File: config.mk
export PLATFORM = sky130hd
export DESIGN_NAME = uart_rx_shifter
export DESIGN_NICKNAME = d
export VERILOG_FILES = /design/src/rtl/uart_pkg.sv /design/src/rtl/uart_baud_tick.sv /design/src/rtl/uart_rx_shifter.sv
export SDC_FILE = /design/constraint.sdc
export NUM_CORES = 1
export LEC_CHECK = 0
export BUFFER_PORTS_ARGS = -buffer_cell sky130_fd_sc_hd__clkbuf_2
export CAP_MARGIN = 10
export CORE_MARGIN = 2
export CORE_UTILIZATION = 40
export DETAILED_ROUTE_END_ITERATION = 10
export PLACE_DENSITY = 0.6
export SETUP_SLACK_MARGIN = 0.2
export SYNTH_ARGS = -nofsm -noshare
export SYNTH_HDL_FRONTEND = slang
export SYNTH_SLANG_ARGS = --single-unit
File: constraint.sdc
create_clock -name clk -period 5.4 [get_ports clk]
set_input_delay 0.27 -clock clk [delete_from_list [all_inputs] [get_ports clk]]
set_output_delay 0.27 -clock clk [all_outputs]
set_load 0.02 [all_outputs]
File: src/rtl/uart_pkg.sv
// Shared types and constants for the 16x-oversampling UART receiver.
// UART_RX_PARITY_EN adds the even-parity state to the FSM encoding.
package uart_pkg;

  localparam int OVERSAMPLE = 16;
  localparam int MID_TICK   = 8;
  localparam int DATA_BITS  = 8;

  typedef enum logic [2:0] {
    ST_IDLE,
    ST_START,
    ST_DATA,
`ifdef UART_RX_PARITY_EN
    ST_PARITY,
`endif
    ST_STOP,
    ST_WAIT_HIGH
  } state_t;

endpackage

File: src/rtl/uart_baud_tick.sv
// Oversample tick generator: counts 0..CLK_DIV-1 and pulses tick on the wrap.
// restart realigns the count to zero so bit timing starts at the start edge.
module uart_baud_tick #(
  parameter int CLK_DIV = 27
) (
  input  logic clk,
  input  logic rst,
  input  logic restart,
  output logic tick
);

  localparam logic [15:0] LAST = 16'(CLK_DIV - 1);

  logic [15:0] cnt;

  always_ff @(posedge clk) begin
    if (!rst) begin
      cnt <= '0;
    end else if (restart || cnt == LAST) begin
      cnt <= '0;
    end else begin
      cnt <= cnt + 16'd1;
    end
  end

  assign tick = (cnt == LAST);

endmodule

File: src/rtl/uart_rx_shifter.sv
// 8N1 UART receiver with 16x oversampling and a 2-flop input synchronizer.
// Define UART_RX_PARITY_EN for an even-parity bit and the parity_err output.
module uart_rx_shifter #(
  parameter int CLK_DIV   = 27,
  parameter int DATA_BITS = uart_pkg::DATA_BITS
) (
  input  logic                 clk,
  input  logic                 rst,
  input  logic                 rx,
  input  logic                 rx_en,
  output logic [DATA_BITS-1:0] data_in,
  output logic                 stop_valid,
  output logic                 framing_err,
  output logic                 busy
`ifdef UART_RX_PARITY_EN
  ,
  output logic                 parity_err
`endif
);

  import uart_pkg::*;

  // Handshake: stop_valid is a one-cycle strobe with no ready; data_in is
  // valid in that cycle and holds until the next good frame completes.

  state_t               state;
  logic                 rx_s1, rx_s2, rx_prev;
  logic                 fall, restart, tick;
  logic [3:0]           os_cnt;
  logic [2:0]           bit_cnt;
  logic [DATA_BITS-1:0] shift;
`ifdef UART_RX_PARITY_EN
  logic                 parity_bad;
`endif

  assign fall    = rx_prev & ~rx_s2;
  assign restart = (state == ST_IDLE) && rx_en && fall;
  assign busy    = (state != ST_IDLE);

  uart_baud_tick #(.CLK_DIV(CLK_DIV)) u_tick (
    .clk     (clk),
    .rst     (rst),
    .restart (restart),
    .tick    (tick)
  );

  always_ff @(posedge clk) begin
    if (!rst) begin
      state       <= ST_IDLE;
      rx_s1       <= 1'b1;
      rx_s2       <= 1'b1;
      rx_prev     <= 1'b1;
      os_cnt      <= '0;
      bit_cnt     <= '0;
      shift       <= '0;
      data_in     <= '0;
      stop_valid  <= 1'b0;
      framing_err <= 1'b0;
`ifdef UART_RX_PARITY_EN
      parity_bad  <= 1'b0;
      parity_err  <= 1'b0;
`endif
    end else begin
      rx_s1       <= rx;
      rx_s2       <= rx_s1;
      rx_prev     <= rx_s2;
      stop_valid  <= 1'b0;
      framing_err <= 1'b0;
`ifdef UART_RX_PARITY_EN
      parity_err  <= 1'b0;
`endif
      if (!rx_en) begin
        state <= ST_IDLE;
      end else begin
        case (state)
          ST_IDLE: begin
            if (fall) begin
              state  <= ST_START;
              os_cnt <= '0;
            end
          end
          ST_START: begin
            if (tick) begin
              if (os_cnt == 4'(MID_TICK - 1)) begin
                os_cnt  <= '0;
                bit_cnt <= '0;
                state   <= rx_s2 ? ST_IDLE : ST_DATA;
              end else begin
                os_cnt <= os_cnt + 4'd1;
              end
            end
          end
          ST_DATA: begin
            if (tick) begin
              if (os_cnt == 4'(OVERSAMPLE - 1)) begin
                os_cnt  <= '0;
                shift   <= {rx_s2, shift[DATA_BITS-1:1]};
                bit_cnt <= bit_cnt + 3'd1;
                if (bit_cnt == 3'(DATA_BITS - 1)) begin
`ifdef UART_RX_PARITY_EN
                  state <= ST_PARITY;
`else
                  state <= ST_STOP;
`endif
                end
              end else begin
                os_cnt <= os_cnt + 4'd1;
              end
            end
          end
`ifdef UART_RX_PARITY_EN
          ST_PARITY: begin
            if (tick) begin
              if (os_cnt == 4'(OVERSAMPLE - 1)) begin
                os_cnt     <= '0;
                parity_bad <= ^{shift, rx_s2};
                state      <= ST_STOP;
              end else begin
                os_cnt <= os_cnt + 4'd1;
              end
            end
          end
`endif
          ST_STOP: begin
            if (tick) begin
              if (os_cnt == 4'(OVERSAMPLE - 1)) begin
                os_cnt <= '0;
                if (rx_s2) begin
                  data_in    <= shift;
                  stop_valid <= 1'b1;
`ifdef UART_RX_PARITY_EN
                  parity_err <= parity_bad;
`endif
                  state      <= ST_IDLE;
                end else begin
                  framing_err <= 1'b1;
                  state       <= ST_WAIT_HIGH;
                end
              end else begin
                os_cnt <= os_cnt + 4'd1;
              end
            end
          end
          // A held-low break parks here so it cannot look like a new start bit.
          ST_WAIT_HIGH: begin
            if (rx_s2) state <= ST_IDLE;
          end
          default: state <= ST_IDLE;
        endcase
      end
    end
  end

endmodule

After elaboration in Yosys (flattened, before gate mapping):

Cells that the tools add are included.
W data, S select, Z words.

* bits in registers: 47
* bits of input ports: 4
* output and inout port bits: 11
* word-level logic and storage cells: 76

* add/sub/neg operators: 3
* equality and inequality tests: 18
* muxes and demuxes: 25
* bitwise operators: 3
* reduce and logical (&&, ||, !) cells: 16

Operators by type and width (count)
* $mux W3: 14
* $mux W4: 5
* $ne A2 B2 Y1 const B: 9
* $add A16 B1 Y16 const B: 1
* $eq A16 B5 Y1 const B: 1
* $pmux W3 S5: 1
* $reduce_and A5 Y1: 3
* $pmux W4 S3: 1
* $reduce_and A9 Y1: 1
* $eq A3 B2 Y1 const B: 2
* $eq A3 B3 Y1 const B: 2
* $pmux W3 S2: 1
* $reduce_and A6 Y1: 1
* $reduce_bool A3 Y1: 2
* $add A4 B1 Y4 const B: 1
* $eq A4 B3 Y1 const B: 1
* $eq A4 B4 Y1 const B: 1
* $reduce_and A4 Y1: 1
* $reduce_or A2 Y1: 2
* $add A3 B1 Y3 const B: 1
* $eq A3 B1 Y1 const B: 1
* $logic_not A3 Y1: 1
* $logic_and A1 B1 Y1: 2
* $mux W1: 2
* other kinds (7): 8

Logic depth before layout (Yosys ltp):

* word-level depth: 5
* mapped depth: 8
* depth with buffers taken out: 6

By module:

Synthesis repeated with hierarchy kept, for this count alone.

* cell total of the unflattened synthesis: 232
* area, all modules: 2153.3 sq um

Modules (own cells, without submodules)
* uart_rx_shifter: times used 1, cells an instance 147, area an instance 1411.4 sq um, sequential area each 620.6 sq um
* uart_baud_tick: times used 1, cells an instance 85, area an instance 742.0 sq um, sequential area each 320.3 sq um

Worst setup path before layout:

OpenSTA, ideal clock, no wires.

* path type: reg2reg
* from: register u_tick.cnt[0]
* to: register u_tick.cnt[7]
* library setup time: 0.062 ns
* data arrival time: 1.681 ns
* data required time: 5.338 ns
* slack: 3.657 ns
* stages on the path, launching flop included: 9
* buffers on the path: 2
* period minus slack after synthesis: 1.743 ns
* cell sequence: dfxtp_1 inv_1 ha_1 nor3b_1 and4_1 buf_4 a311o_2 buf_6 nor2_2

* word-level cells in the longest chain between the ends: 3
* elaborated cells on any way between the ends: 4
* those cells by class: add/sub: 1; eq/ne: 1; reduce/logical: 2

Ends and longest elaborated chain
* start, declared: RTL line uart_baud_tick.sv:14 `logic [15:0] cnt;`
* start signal, assigned: RTL line uart_baud_tick.sv:22 `cnt <= cnt + 16'd1;`
* parallel branches: the longest is 3 deep, another holds $add A16 B1 Y16

Several ways; the timed one is not identified.
A chain may end at the register's enable or synchronous reset.

Worst setup path in the final report:

* from: register u_tick.cnt[3]
* to: register u_tick.cnt[14]

Same word-level chain as after synthesis.

==> results by group <==
Setup path
  – WS Path Type: reg -> reg
  – Worst EP required: about 5600 ps
  – Worst Setup End Kind: register
  – Worst r2r path cells: 4
  – Worst EP arrival: 2330 ps
  – CP max FO: 16
  – CP startpoint kind: register

Placement
  – Final Wtd Congestion: 0.7660
  – Detailed placement HPWL: 2820 um
  – DP Area: 2257 um2
  – Port Buf Inserts: 14

Routing
  – Final antenna-violating net count: 0
  – Routed wire per std cell: around 13 um
  – Starting DRC count in detailed routing: 107
  – Initial DRT Pass Iterations: 4
  – DR DRC count: 0
  – Final WL: ~4100 um
  – Post-DR vias/cell: about 5.3
  – Via count: 1699

Die
  – Die footprint: around 6000 um2
  – Die Wd: 77.56 um
  – Initial Util: 41.85%
  – CORE AREA: roughly 5200 um2
  – I/O Pins: 15
  – Die height: between 70 and 80 um
  – Row count: 26

Timing
  – Final hold viol count: 0
  – Final setup fails: 0
  – Worst-Margin Slew: 666.0 ps
  – Final min period: 2169 ps
  – Setup TNS: 0 ps
  – Crit share post-route: 40.17%
  – Final Max Slew Viols: 0
  – Slew HR: 55.54%
  – Clk_skew: 8.767 ps
  – RSZ-0062 raised after global routing: no
  – Max Fclk: 461.0 MHz

Pwr
  – Psw: 130.0 uW
  – Pwr Density: 246.2 nW/um2
  – VDD IR max: approximately 0.16 mV
  – Clock share of power: around a third
  – Combinational share of power: approximately 3.6%
  – Internal power: between 400 and 500 uW
  – Pleak: 0.8511 nW
  – Sw Ratio: 22.54%
  – Sequential group share of total power: 61.2%

Yosys
  – Post-Syn Nets: 253
  – Sequential share of the synthesized area: 43.47%
  – Seq cells post-synth: 47
  – Netlist cell types: 43
  – Yosys warning total: 0
  – EDFF count, synth: 0
  – Mapped Cells: 244
  – Mean Syn Cell Area: 8.871 um2
  – Post-Syn Area: 2165 um2
  – Primary FF master, synth: dfxtp_1
  – Ys async rst share: 0%

Finish
  – Most frequent cells in the layout: dfxtp_1 (47), nand2_1 (24), nand4_1 (18)
  – Finished Cell Area: 2342 um2
  – N_diodes: 0
  – Layout cells sized above 1: 13.04%
  – Commonest non-fill, non-tap cell in the layout: dfxtp_1
  – Layout area overhead: 8.208%
  – # nets final: 261

Global route
  – First-pass GRT wire length: ~7100 um
  – Global Route Usage Sum: approximately 15%
  – Initial antenna violation count: 0
  – GRT overflow: 0
  – Vias in the first global route: 1526
  – Pin count of the biggest net entering global routing: 27

Clock network
  – Setup bufs post-CTS: 0
  – Clock tree buffer depth: 2
  – CTS Buf Count: 5
  – H-tree depth: 2
  – Cts-stage hold buffer count: 0
  – Clock sinks: 47
  – Worst-skew pair later-pin latency: 290 ps
  – CTS tree: done
  – Clock Tree Root: clkbuf_8
  – PostCTS Resize Cnt: 0
  – Clock-pin slew on the worst setup and hold paths: 90 ps

Flow run
  – Max-cap check violation count: 0

Min path
  – Worst hold-check path type: in -> reg
  – Hold depth: 2

Run status
  – Status: completed
[registers in the layout (all words and copies together) (netlist names), 3 cells and up]
register    cells
bit_cnt         3
data_in         8
os_cnt          4
shift           8
state           3
u_tick.cnt     16
[logic make-up (layout without fill, tap and decap cells)]
family | count (synthesis) | in the layout | share of synthesized area, %
DFF | 47 | 47 | 43.47
xor gates and xnor gates | 15 | 15 | 6.070
adders and majority gates | 5 | 5 | 2.890
buffers and inverters | 18 | 27 | 3.872
AOI/OAI and AO/OA | 34 | 34 | 9.076
muxes | 11 | 11 | 5.087
and+or+nand+nor | 114 | 114 | 29.54
[layer usage]
| metal | vias to the layer above | track usage (%) | share of wire, % |
|---|---|---|---|
| met5 | - | 0 | 0 |
| met4 | 0 | 3.750 | 0.56 |
| met3 | 2 | 4.535 | 2.9 |
| met2 | 24 | 22.52 | 45 |
| met1 | 785 | 19.68 | 52 |
| li1 | 888 | - | - |
[final timing paths]
path	from	end	slack (ps)
worst max register to register	u_tick.cnt[3]$_SDFF_PP0_	u_tick.cnt[14]$_SDFF_PP0_	3230
worst min-delay path	rx	rx_s1$_SDFF_PN1_	150
worst max-delay path	u_tick.cnt[3]$_SDFF_PP0_	u_tick.cnt[14]$_SDFF_PP0_	3230
worst min register to register	rx_s1$_SDFF_PN1_	rx_s2$_SDFF_PN1_	410
[power by group through the flow]
stage          Combinational (mW)  Sequential, mW  Clock (mW)
2_1_floorplan              0.0178           0.359           0
3_3_place_gp               0.0209           0.361           0
3_5_place_dp               0.0212           0.361           0
4_1_cts                    0.0211           0.353       0.214
5_1_grt                    0.0237           0.354       0.229
6_report                   0.0208           0.353       0.203
[worst max-delay path, stage by stage, from the launching register on]
cell and delay (ps):
dfxtp_1 430, nor4bb_2 360, and4_1 670, a311o_2 480
nor2_1 90
[cell type report]
| cell class | instances | area [um2] |
|---|---|---|
| repair buffers | 14 | 70.07 |
| clock buffers | 6 | 72.57 |
| flip-flops and latches | 47 | 940.9 |
| well taps | 70 | 87.58 |
| inverters | 5 | 18.77 |
| multi-input cells | 179 | 1140 |
| fillers | 539 | 2830 |
| clock inverters | 2 | 12.51 |
[Yosys cell counts (all sizes together) (5+ instances only)]
master / count / area [um2]
nor2: 24 / 110.1
nand4: 19 / 133.9
nand3: 9 / 45.04
nand2: 24 / 90.09
dfxtp: 47 / 940.9
nor3b: 5 / 37.54
clkbuf: 9 / 33.78
nor4: 6 / 37.54
a21oi: 12 / 60.06
nand2b: 6 / 37.54
mux2i: 11 / 110.1
o21ai: 13 / 65.06
nor3: 5 / 25.02
xnor2: 13 / 113.9
ha: 5 / 62.56
[metrics by stage]
step           hold slack, ps  std cells  utilization, %  power [mW]  setup slack, ps
5_1_grt                 154.1        323           45.28      0.6064             3073
3_5_place_dp            393.9        315           43.64      0.3824             3250
2_1_floorplan           371.5        244               -      0.3771             3657
4_1_cts                 140.8        323           45.28      0.5883             3237
3_3_place_gp            390.6        315           43.64      0.3822             3266
6_report                153.3        323           45.28      0.5767             3231
No activity file was read; power rests on OpenSTA's default activity.
